--- src/rtl/modulo_updown_counter.sv ---
// -----------------------------------------------------------------------------
// modulo_updown_counter
//
// Purpose:
//   Up/down counter over the range 0..MODULUS-1 with synchronous load and
//   either wrap-around or saturation at the range ends. Each up/down request
//   is a four-phase handshake (req high -> ack high -> req low -> ack low),
//   and each handshake produces exactly one count step.
//
// Optional feature:
//   `define MODCNT_CASCADE_EN adds carryOut/borrowOut, one-clock pulses on an
//   up wrap (MODULUS-1 -> 0) or a down wrap (0 -> MODULUS-1). They are meant
//   to drive the up/down inputs of the next digit in a chain. Without the
//   macro the ports and their logic are absent.
//
// Ports:
//   clock     in   1     count clock
//   reset     in   1     asynchronous, active-high; clears all state
//   up        in   1     count-up request, held until upAck
//   down      in   1     count-down request, held until downAck
//   load      in   1     synchronous load, level-sensitive, wins over counting
//   data      in   SIZE  load value (clamped to MODULUS-1)
//   upAck     out  1     registered acknowledge for up
//   downAck   out  1     registered acknowledge for down
//   counter   out  SIZE  current count
//   atMax     out  1     counter == MODULUS-1
//   atMin     out  1     counter == 0
//   carryOut  out  1     (MODCNT_CASCADE_EN only) up-wrap pulse
//   borrowOut out  1     (MODCNT_CASCADE_EN only) down-wrap pulse
//
// Handshake semantics (both channels): a step is taken on the edge where the
// request is sampled high while the channel FSM is IDLE; that same edge moves
// the FSM to ACKED, raising the ack. The FSM returns to IDLE on the first edge
// that samples the request low. A request held high in ACKED does nothing.
// -----------------------------------------------------------------------------
module modulo_updown_counter #(
  parameter int SIZE     = 4,
  parameter int MODULUS  = 16,
  parameter int SATURATE = 0
) (
  input  logic            clock,
  input  logic            reset,
  input  logic            up,
  input  logic            down,
  input  logic            load,
  input  logic [SIZE-1:0] data,
  output logic            upAck,
  output logic            downAck,
  output logic [SIZE-1:0] counter,
  output logic            atMax,
  output logic            atMin
`ifdef MODCNT_CASCADE_EN
  ,
  output logic            carryOut,
  output logic            borrowOut
`endif
);

  // Range limits kept one bit wider than the counter so MODULUS == 2**SIZE
  // is representable and the wrap test happens before truncation.
  localparam logic [SIZE:0]   MOD_EXT  = (SIZE+1)'(MODULUS);
  localparam logic [SIZE:0]   LAST_EXT = MOD_EXT - 1'b1;
  localparam logic [SIZE-1:0] MAX_VAL  = LAST_EXT[SIZE-1:0];

  typedef enum logic {
    IDLE  = 1'b0,
    ACKED = 1'b1
  } ack_state_t;

  // Both channel FSMs grouped so the pair can be observed as one signal.
  typedef struct packed {
    ack_state_t up_st;
    ack_state_t down_st;
  } ack_fsm_t;

  ack_fsm_t        fsm_q;
  ack_fsm_t        fsm_d;
  logic            up_step;
  logic            down_step;
  logic [SIZE:0]   inc_ext;
  logic [SIZE:0]   dec_ext;
  logic            up_wrap;
  logic            down_wrap;
  logic [SIZE-1:0] load_val;
  logic [SIZE-1:0] counter_d;

  // ---------------------------------------------------------------------------
  // Handshake FSMs
  // ---------------------------------------------------------------------------
  always_ff @(posedge clock or posedge reset) begin
    if (reset) begin
      fsm_q.up_st   <= IDLE;
      fsm_q.down_st <= IDLE;
    end else begin
      fsm_q <= fsm_d;
    end
  end

  always_comb begin
    fsm_d     = fsm_q;
    up_step   = 1'b0;
    down_step = 1'b0;

    case (fsm_q.up_st)
      IDLE: begin
        if (up) begin
          fsm_d.up_st = ACKED;
          up_step     = 1'b1;
        end
      end
      ACKED: begin
        if (!up) fsm_d.up_st = IDLE;
      end
      default: fsm_d.up_st = IDLE;
    endcase

    case (fsm_q.down_st)
      IDLE: begin
        if (down) begin
          fsm_d.down_st = ACKED;
          down_step     = 1'b1;
        end
      end
      ACKED: begin
        if (!down) fsm_d.down_st = IDLE;
      end
      default: fsm_d.down_st = IDLE;
    endcase
  end

  assign upAck   = (fsm_q.up_st == ACKED);
  assign downAck = (fsm_q.down_st == ACKED);

  // ---------------------------------------------------------------------------
  // Count datapath
  // ---------------------------------------------------------------------------
  assign inc_ext   = {1'b0, counter} + 1'b1;
  assign dec_ext   = {1'b0, counter} - 1'b1;
  assign up_wrap   = (inc_ext >= MOD_EXT);
  // Borrow out of the extra top bit means the counter was 0.
  assign down_wrap = dec_ext[SIZE];
  assign load_val  = ({1'b0, data} > LAST_EXT) ? MAX_VAL : data;

  always_comb begin
    counter_d = counter;
    if (load) begin
      // Pending requests are still acked by the FSMs, but their steps are lost.
      counter_d = load_val;
    end else if (up_step && !down_step) begin
      if (up_wrap) begin
        if (SATURATE == 0) counter_d = '0;
      end else begin
        counter_d = inc_ext[SIZE-1:0];
      end
    end else if (down_step && !up_step) begin
      if (down_wrap) begin
        if (SATURATE == 0) counter_d = MAX_VAL;
      end else begin
        counter_d = dec_ext[SIZE-1:0];
      end
    end
    // Simultaneous up and down steps cancel: counter_d keeps its default.
  end

  always_ff @(posedge clock or posedge reset) begin
    if (reset) begin
      counter <= '0;
    end else begin
      counter <= counter_d;
    end
  end

  assign atMax = (counter == MAX_VAL);
  assign atMin = (counter == '0);

`ifdef MODCNT_CASCADE_EN
  // ---------------------------------------------------------------------------
  // Cascade pulses. Successive steps on one channel are at least two edges
  // apart (the FSM must pass through IDLE), so each pulse is one clock wide
  // and followed by at least one low clock.
  // ---------------------------------------------------------------------------
  logic carry_d;
  logic borrow_d;

  assign carry_d  = (SATURATE == 0) && !load && up_step && !down_step && up_wrap;
  assign borrow_d = (SATURATE == 0) && !load && down_step && !up_step && down_wrap;

  always_ff @(posedge clock or posedge reset) begin
    if (reset) begin
      carryOut  <= 1'b0;
      borrowOut <= 1'b0;
    end else begin
      carryOut  <= carry_d;
      borrowOut <= borrow_d;
    end
  end
`endif

endmodule
--- config.mk ---
export PLATFORM = sky130hd
export DESIGN_NAME = modulo_updown_counter
export DESIGN_NICKNAME = d
export VERILOG_FILES = /design/src/rtl/modulo_updown_counter.sv
export SDC_FILE = /design/constraint.sdc
export NUM_CORES = 1
export LEC_CHECK = 0
export ABC_AREA = 1
export CORE_AREA = 2 2 39 41
export CTS_BUF_LIST = sky130_fd_sc_hd__clkbuf_4
export CTS_CLUSTER_DIAMETER = 60
export CTS_CLUSTER_SIZE = 40
export DETAILED_ROUTE_END_ITERATION = 12
export DIE_AREA = 0 0 41 43
export PLACE_DENSITY = 0.72
export SLEW_MARGIN = 25
export SYNTH_ARGS = -nofsm -noshare
export SYNTH_HDL_FRONTEND = slang
export SYNTH_SLANG_ARGS = --single-unit
export TNS_END_PERCENT = 20
--- constraint.sdc ---
create_clock -name clock -period 1.4 [get_ports clock]
set_clock_uncertainty 0.15 [all_clocks]
set_input_delay 0.21 -clock clock [delete_from_list [all_inputs] [get_ports clock]]
set_output_delay 0.21 -clock clock [all_outputs]
set_load 0.005 [all_outputs]
# After elaboration in Yosys (flattened, before gate mapping)
# Index checks and enable logic that the tools add are counted.
dict set report classes {
  n_addsub 2
  mul 0
  div_mod_pow 0
  order_cmp 1
  n_eq_ne 1
  n_shift 0
  n_mux 9
  bitwise_logic 0
  reduce_logical 6
}
# op n
set ops {}
lappend ops {{two-way mux 4 bit} 5}
lappend ops {{adder 4 x 1 -> 5 bit, second input constant} 1}
lappend ops {{greater-or-equal comparator 5 bit, second input constant} 1}
lappend ops {{subtractor 4 x 1 -> 5 bit, second input constant} 1}
lappend ops {{equality test 4 bit, second input constant} 1}
lappend ops {{zero test 4 bit} 1}
lappend ops {{two-way mux 1 bit} 4}
lappend ops {{nonzero test 3 bit} 1}
lappend ops {{logical AND 1 bit} 2}
lappend ops {{zero test 1 bit} 2}
dict set report totals {
  regBits 6
  latchBits 0
  ramBits 0
  rom_bits 0
  input_bits 9
  mem_count 0
}

# Logic depth before layout (Yosys ltp)
# Gate-level depths: netlist of the first run.
dict set report depth {
  depth_word 7
  ltp_mapped 10
  mapped_depth_nobuf 10
}

# Least setup slack after synthesis of the first run
# Ideal clock, no wire load.
dict set report synth_timing {
  path_kind {reg2reg}
  start {reg counter[0]}
  end {reg counter[3]}
  setup_time_ns 0.117
  arrival_time_ns 1.186
  path_slack_ns -0.053
  path_stages_with_launch 11
  n_path_buf 0
  synth_period_minus_slack_ns 1.453
  path_cell_list {dfrtp_1 inv_1 ha_1 inv_1 o21ai_0 nand2_1 nand2_1 nand2_1 nand2_1 nor2_1 nor2_1}
}
dict set report synth_between {
  elab_chain_cells 5
  elab_cells_between_ends 8
  classes_between {add/sub: 2; order compare: 1; mux: 5}
}
# item line
set synth_rtl {}
lappend synth_rtl {{start, declared} 49} ;# output logic [SIZE-1:0] counter,
lappend synth_rtl {{start signal, assigned} 169} ;# counter <= counter_d;
lappend synth_rtl {{adder 4 x 1 -> 5 bit or subtractor 4 x 1 -> 5 bit (tied branches)} {137, 138}}
lappend synth_rtl {{greater-or-equal comparator 5 bit or two-way mux 4 bit (tied branches)} {139, 156}}
lappend synth_rtl {{two-way mux 4 bit (on tied branches)} {150, 155}}
lappend synth_rtl {{two-way mux 4 bit *} 149} ;# end else if (up_step && !down_step) begin
lappend synth_rtl {{two-way mux 4 bit *} 146} ;# if (load) begin
# Mark *: on every way between the ends. The rest lies on a longest branch, timed or not. The select of a mux whose other input is x is not followed.
# A chain may end at the register's enable or synchronous reset.

# Final worst setup path of the first run
dict set report layout_timing {
  start {reg counter[0]}
  end {out atMin}
}
dict set report layout_between {
  elab_chain_cells 1
}
# item line
set layout_rtl {}
lappend layout_rtl {{zero test 4 bit} 174} ;# assign atMin = (counter == '0);
lappend layout_rtl {{end, declared} 51} ;# output logic atMin
# Every way passes these cells.

==> summary.txt, run 1 <==
Placement
  • Placed cells: 120
  • DP Worst Slack: -220 ps
  • DP HPWL: 1.05 mm
  • Area post-placement: 785 um2
  • Port buffer count: 16
  • Placer Congestion: 0.910

STA
  • Fin. Hold Viols: 0
  • RSZ-0062 raised after global routing: yes
  • Final setup violating endpoints: 7
  • Slew Limit Fails: 0
  • Period utilisation layout: 113%
  • Clock period minus worst slack: 1580 ps
  • Worst slew pin tran: 245 ps
  • Max Freq: 632 MHz
  • Rel. slew slack: 83.7%
  • PnR worst setup slack: -183 ps

Pwr
  • Internal power: 0.000633 W
  • Pwr/cell area: 1080 mW/mm2
  • Gate power share: 57.9%
  • Sequential Power Share: 22.4%
  • LEAKAGE: 0.470 nW
  • Net Sw Frac: 36.0%
  • Psw: 0.000356 W
  • VDD IR max: 775 uV
  • Total Power: 0.000989 W
  • Clock Power Share: 19.7%

Detailed routing
  • Routed Antenna Nets: 0
  • Total Wirelength: 1.53 mm
  • Routed wire length per instance: 11.7 um
  • Starting DRT DRC Count: 18
  • Via count: 620
  • DRC: 0
  • First drt pass iteration count: 6
  • DR vias/cell: 4.73

Yosys
  • Area of the mapped netlist: 517 um2
  • Most frequent cell after synthesis: nand2_1
  • Top post-synthesis cells by count: nand2_1, nand3_1, inv_1
  • Seq/Total Area, Yosys: 29.1%
  • Yosys reg bits: 6
  • Ys flop type: dfrtp_1
  • Post-Syn Nets: 88
  • Cell taking the most area after synthesis: dfrtp_1
  • Largest cells by area after synthesis: dfrtp_1, nand2_1, nand3_1
  • Top cell type's share of synthesized area: 29.1%
  • Post-synth EDFFs: 0
  • Async set-or-reset flop fraction in the synthesized netlist: 100%
  • Post-synthesis cell count: 76
  • Mapped Avg Cell Area: 6.80 um2
  • Netlist cell types: 18
  • Synth warn: 0

Outcome
  • Failing checks: negative setup slack
  • Status: finished, violations left

Worst setup path
  • Crit path buf inv count: 3
  • Critical path endpoint category: primary output
  • Highest cell delay on the worst timing path: 410 ps
  • Crit path max-delay family: flip-flops
  • Startpoint Class: register
  • FF-to-FF path depth: 12
  • Reg2reg end: counter[3]$_DFFE_PP0P_
  • WP data required: 1040 ps
  • Critical path class: reg -> out
  • Worst R2R Setup Slack: -150 ps
  • Critical-path maximum fanout: 3
  • Critical Path AT: 1220 ps
  • CP max-delay cell: dfrtp_2
  • Cell Chain, Critical Path: buf_6 > inv_4 > ha_4 > nand2_2 > nor2_1 > buf_2
  • Launch point of the worst reg-to-reg path: counter[1]$_DFFE_PP0P_

Clock tree
  • CTS tree: built
  • Clock latency on the worst-skew pair: 250 ps
  • Root Buffer Master: clkbuf_4
  • Reg clk slew, reported paths: 60 ps
  • CTS Buf Count: 3
  • CTS sink cnt: 6
  • Max clock buf depth: 2
  • H-tree Lvls: 1
  • Cts hold-fix bufs: 0

GRT
  • Global-route wire length before repair: 2.37 mm
  • Number of global-route vias before repair: 609
  • Total gr overflow: 0
  • Antenna violations before repair: 0
  • Overall Global Routing Usage: 19.5%
  • Pin count of the biggest net entering global routing: 7

Layout
  • Filler instances: 121
  • Final Util: 66.3%
  • Synth-to-layout area growth: 77.5%
  • Layout cells sized above 1: 43.5%
  • Antenna diodes: 0
  • Final #Nets: 128
  • Finished Cell Area: 917 um2
  • Non-Filler Instances: 131

Floorplanning
  • Die height: 43 um
  • Core box area: 0.00138 mm2
  • Cell Rows: 14
  • Die width: 41 um
  • Starting Density: 37.3%
  • I/O pin count: 17
  • Die Area: 0.00176 mm2

Min path
  • HP Class: in -> async

Run
  • Max-cap violations: 0
[layer usage]
layer | wire, um | share of wire [%] | global-route usage (%)
met1 | 640 | 42 | 23.2
met2 | 816 | 53 | 32.8
met3 | 50 | 3.3 | 4.71
met4 | 22 | 1.4 | 5.33
met5 | 0 | 0 | 0
[how the worst max path moves through the flow]
stage / startpoint / end / slack [ps] / depth (start not counted)
detailed placement: down / counter[2]$_DFFE_PP0P_ / -220 / 6
CTS: counter[0]$_DFFE_PP0P_ / atMax / -180 / 4
global route: counter[0]$_DFFE_PP0P_ / atMin / -260 / 6
global placement: down / counter[2]$_DFFE_PP0P_ / -200 / 6
floorplan: counter[1]$_DFFE_PP0P_ / counter[3]$_DFFE_PP0P_ / 4 / 10
finish: counter[0]$_DFFE_PP0P_ / atMin / -180 / 6
[layout make-up]
class                           count  area, um2  area share (%)
Clock buffer                        4       30.0            3.27
Inverter                           11       46.3            5.05
Multi-Input combinational cell     58        364            39.7
Sequential cell                     6        151            16.5
Tap cell                           16       20.0            2.18
Timing Repair Buffer               36        305            33.3
[repair_timing]
action | 4_1_cts | 5_1_grt
gates resized for setup | 21 | 17
buffers inserted | 7 | 0
setup endpoints to repair | 12 | 9
pin swaps | 3 | 3
gates cloned | 0 | 0
[flip-flops by register name, indices dropped and copies added (netlist names)]
signal / cells
counter: 4
upAck: 1
downAck: 1
[power by group through the flow]
| stage | Sequential, W | Clock (W) | Combinational [W] |
|---|---|---|---|
| finish | 0.000221 | 0.000195 | 0.000573 |
| global route | 0.000225 | 0.000211 | 0.000623 |
| CTS | 0.000218 | 0.000197 | 0.000509 |
| detailed placement | 0.000230 | 0 | 0.000433 |
| global placement | 0.000229 | 0 | 0.000429 |
| floorplan | 0.000241 | 0 | 0.000202 |
[through the flow]
step	setup TNS [ps]	hold WS, ps
after global routing	-1240	64.8
after CTS	-958	32.1
after floorplan	0	-149
after detailed placement	-1300	297
final	-714	24.5
after global placement	-1160	286
[kinds of logic after synthesis]
logic type / count (synthesis) / synth area share, %
compound gates: 4 / 6.05
xor+xnor: 2 / 3.39
fa+ha+maj: 3 / 7.26
buf+inv: 12 / 10.2
flops: 6 / 29.1
simple gates: 49 / 44.1
[cells in the final DEF (no fill, tap or decap), types with 2 or more instances in the layout]
master and n:
buf_4 15, buf_6 5, clkbuf_2 3, clkbuf_4 4
clkdlybuf4s50_1 8, dfrtp_1 5, dlygate4sd2_1 3, ha_4 2
inv_1 7, inv_4 2, nand2_1 19, nand2_2 5
nand3_1 10, nand4_1 2, nor2_1 5, nor2_2 3
o21ai_0 2, or2_2 3
No activity file was read; power rests on OpenSTA's default activity.
==> run 2: changes to the inputs <==
DONT_BUFFER_PORTS = 1   (was default)
PLACE_DENSITY = default   (was 0.72)
==> run 2 against run 1 <==
Net effect:
- critical path depth down 2
- the run still ends with negative setup slack left
- register-to-register slack better by 90 ps
- largest cell class unchanged
- highest routed layer is now met3
- largest power group unchanged
- die area did not move
==> summary.txt, run 2 (synthesized netlist as in run 1, its figures left out) <==
Outcome
  • Status: finished, violations left (unchanged)
  • Failing checks: negative setup slack (unchanged)

Pwr
  • LEAKAGE: 0.358 nW (was 0.470 nW)
  • Sequential Power Share: 32.4% (was 22.4%)
  • Net Sw Frac: 37.2% (was 36.0%)
  • Total Power: 0.000787 W (was 0.000989 W)
  • Internal power: 0.000495 W (was 0.000633 W)
  • VDD IR max: 727 uV (was 775 uV)
  • Psw: 0.000293 W (was 0.000356 W)
  • Gate power share: 42.4% (was 57.9%)
  • Clock Power Share: 25.2% (was 19.7%)
  • Pwr/cell area: 1140 mW/mm2 (was 1080 mW/mm2)

STA
  • Fin. Hold Viols: 0 (unchanged)
  • Slew Limit Fails: 0 (unchanged)
  • Rel. slew slack: 84.7% (was 83.7%)
  • PnR worst setup slack: -109 ps (was -183 ps)
  • Worst slew pin tran: 229 ps (was 245 ps)
  • Clock period minus worst slack: 1510 ps (was 1580 ps)
  • Max Freq: 663 MHz (was 632 MHz)
  • Final setup violating endpoints: 3 (was 7)
  • Period utilisation layout: 108% (was 113%)
  • RSZ-0062 raised after global routing: yes (unchanged)

Worst setup path
  • Critical Path AT: 1150 ps (was 1220 ps)
  • FF-to-FF path depth: 7 (was 12)
  • Crit path buf inv count: 1 (was 3)
  • Critical-path maximum fanout: 4 (was 3)
  • Reg2reg end: counter[2]$_DFFE_PP0P_ (was counter[3]$_DFFE_PP0P_)
  • CP max-delay cell: dfrtp_1 (was dfrtp_2)
  • Launch point of the worst reg-to-reg path: counter[0]$_DFFE_PP0P_ (was counter[1]$_DFFE_PP0P_)
  • Cell Chain, Critical Path: ha_2 > nand2_2 > nor2_4 > buf_6 (was buf_6 > inv_4 > ha_4 > nand2_2 > nor2_1 > buf_2)
  • Critical path endpoint category: primary output (unchanged)
  • Startpoint Class: register (unchanged)
  • Highest cell delay on the worst timing path: 400 ps (was 410 ps)
  • Crit path depth: 4 (was 6)
  • WP data required: 1040 ps (about the same)
  • Worst R2R Setup Slack: -60 ps (was -150 ps)
  • Critical path class: reg -> out (unchanged)
  • Crit path max-delay family: flip-flops (unchanged)
  • Critical Path Start: counter[1]$_DFFE_PP0P_ (was counter[0]$_DFFE_PP0P_)

Min path
  • HP Class: in -> reg (was in -> async)
  • Worst hold path startpoint: load
  • Worst Hold Path EP: counter[3]$_DFFE_PP0P_
  • Hold path depth: 4

Floorplanning
  • Starting Density: 37.3% (unchanged)
  • Die width: 41 um (unchanged)
  • Die Area: 0.00176 mm2 (unchanged)
  • Cell Rows: 14 (unchanged)
  • Die height: 43 um (unchanged)
  • Core box area: 0.00138 mm2 (unchanged)
  • I/O pin count: 17 (unchanged)

Clock tree
  • Root Buffer Master: clkbuf_4 (unchanged)
  • Reg clk slew, reported paths: 60 ps (about the same)
  • Clock latency on the worst-skew pair: 250 ps (about the same)
  • Max clock buf depth: 2 (unchanged)
  • CTS tree: built (unchanged)
  • H-tree Lvls: 1 (unchanged)
  • CTS sink cnt: 6 (unchanged)
  • CTS Buf Count: 3 (unchanged)

Layout
  • Final Util: 49.8% (was 66.3%)
  • Synth-to-layout area growth: 33.4% (was 77.5%)
  • Most common cell after layout, fill and taps aside: nand2_1 (unchanged)
  • Reg with most FFs: counter (unchanged)
  • FF/Latch Area: 153 um2 (was 151 um2)
  • Layout cells sized above 1: 32.3% (was 43.5%)
  • Filler instances: 143 (was 121)
  • Non-Filler Instances: 109 (was 131)
  • Finished Cell Area: 689 um2 (was 917 um2)
  • Final #Nets: 106 (was 128)
  • Antenna diodes: 0 (unchanged)
  • Area taken by multi-input logic gates: 327 um2 (was 364 um2)
  • Max reg flops: 4 (unchanged)
  • Most frequent cells in the layout: nand2_1, nand3_1, buf_4 (was nand2_1, buf_4, nand3_1)

Placement
  • Placer Congestion: 0.771 (was 0.910)
  • Placed cells: 98 (was 120)
  • DP HPWL: 924 um (was 1.05 mm)
  • Area post-placement: 579 um2 (was 785 um2)
  • Port buffer count: 0 (was 16)

GRT
  • Total gr overflow: 0 (unchanged)
  • Antenna violations before repair: 0 (unchanged)
  • Number of global-route vias before repair: 501 (was 609)
  • Pin count of the biggest net entering global routing: 10 (was 7)
  • Global-route wire length before repair: 2.04 mm (was 2.37 mm)
  • Overall Global Routing Usage: 17.1% (was 19.5%)

Detailed routing
  • DRC: 0 (unchanged)
  • Total Wirelength: 1.26 mm (was 1.53 mm)
  • DR vias/cell: 4.86 (was 4.73)
  • Routed Antenna Nets: 0 (unchanged)
  • Via count: 530 (was 620)
  • First drt pass iteration count: 4 (was 6)
  • Routed wire length per instance: 11.6 um (was 11.7 um)
  • Starting DRT DRC Count: 15 (was 18)

Run
  • Max-cap violations: 0 (unchanged)
## run 2: cell count changes in the layout (fill, tap and decap cells not counted), sizes merged
cell,change
dlygate4sd2,-3
dlygate4sd3,+4
buf,-11
clkbuf,-3
clkdlybuf4s15,-1
clkdlybuf4s50,-8
## run 2: timing repair
action	CTS	global route
gates resized for setup	4	3
hold buffers	4	0
buffers inserted	3	0
pin swaps	1	2
gates cloned	0	0
endpoints found under the setup margin	5	6
hold endpoints to repair	9	0
## run 2: through the flow
stage               TNS, ps  setup slack [ps]  hold WS, ps
global placement       -142             -72.6         -122
detailed placement     -202             -91.2         -122
finish                 -227              -109         48.2
CTS                    -280              -116         49.5
floorplan                 0              4.27         -149
global route           -826              -188         64.2
## run 2: how the worst max path moves through the flow
stage | endpoint | slack (ps)
floorplan | counter[3]$_DFFE_PP0P_ | 4
global placement | counter[2]$_DFFE_PP0P_ | -70
detailed placement | counter[2]$_DFFE_PP0P_ | -90
CTS | atMax | -120
global route | atMax | -190
finish | atMax | -110
## run 2: layout make-up
class | count | share of cell area (%)
inverters | 11 | 5.99
clock buffers | 4 | 4.36
multi-input cells | 58 | 47.4
repair buffers | 14 | 17.2
well taps | 16 | 2.90
flip-flops and latches | 6 | 22.1
## run 2: power groups by stage
stage	clock (W)	combinational (W)	sequential [W]
after global placement	0	0.000282	0.000255
after floorplan	0	0.000202	0.000241
after CTS	0.000209	0.000327	0.000253
after detailed placement	0	0.000282	0.000255
after global routing	0.000222	0.000371	0.000261
final	0.000198	0.000334	0.000255
## run 2: worst min-delay path: stages
cell and delay (ps):
nand2_1 40, nand2_1 70, nor2_1 40, nor2_1 70
## run 2: routing by layer
metal / global-route usage, % / routed length (um) / up-vias
li1: - / - / 272
met1: 22.2 / 538 / 238
met2: 25.6 / 621 / 20
met3: 7.33 / 101 / 0
met4: 4.00 / 0 / 0
met5: 0 / 0 / -
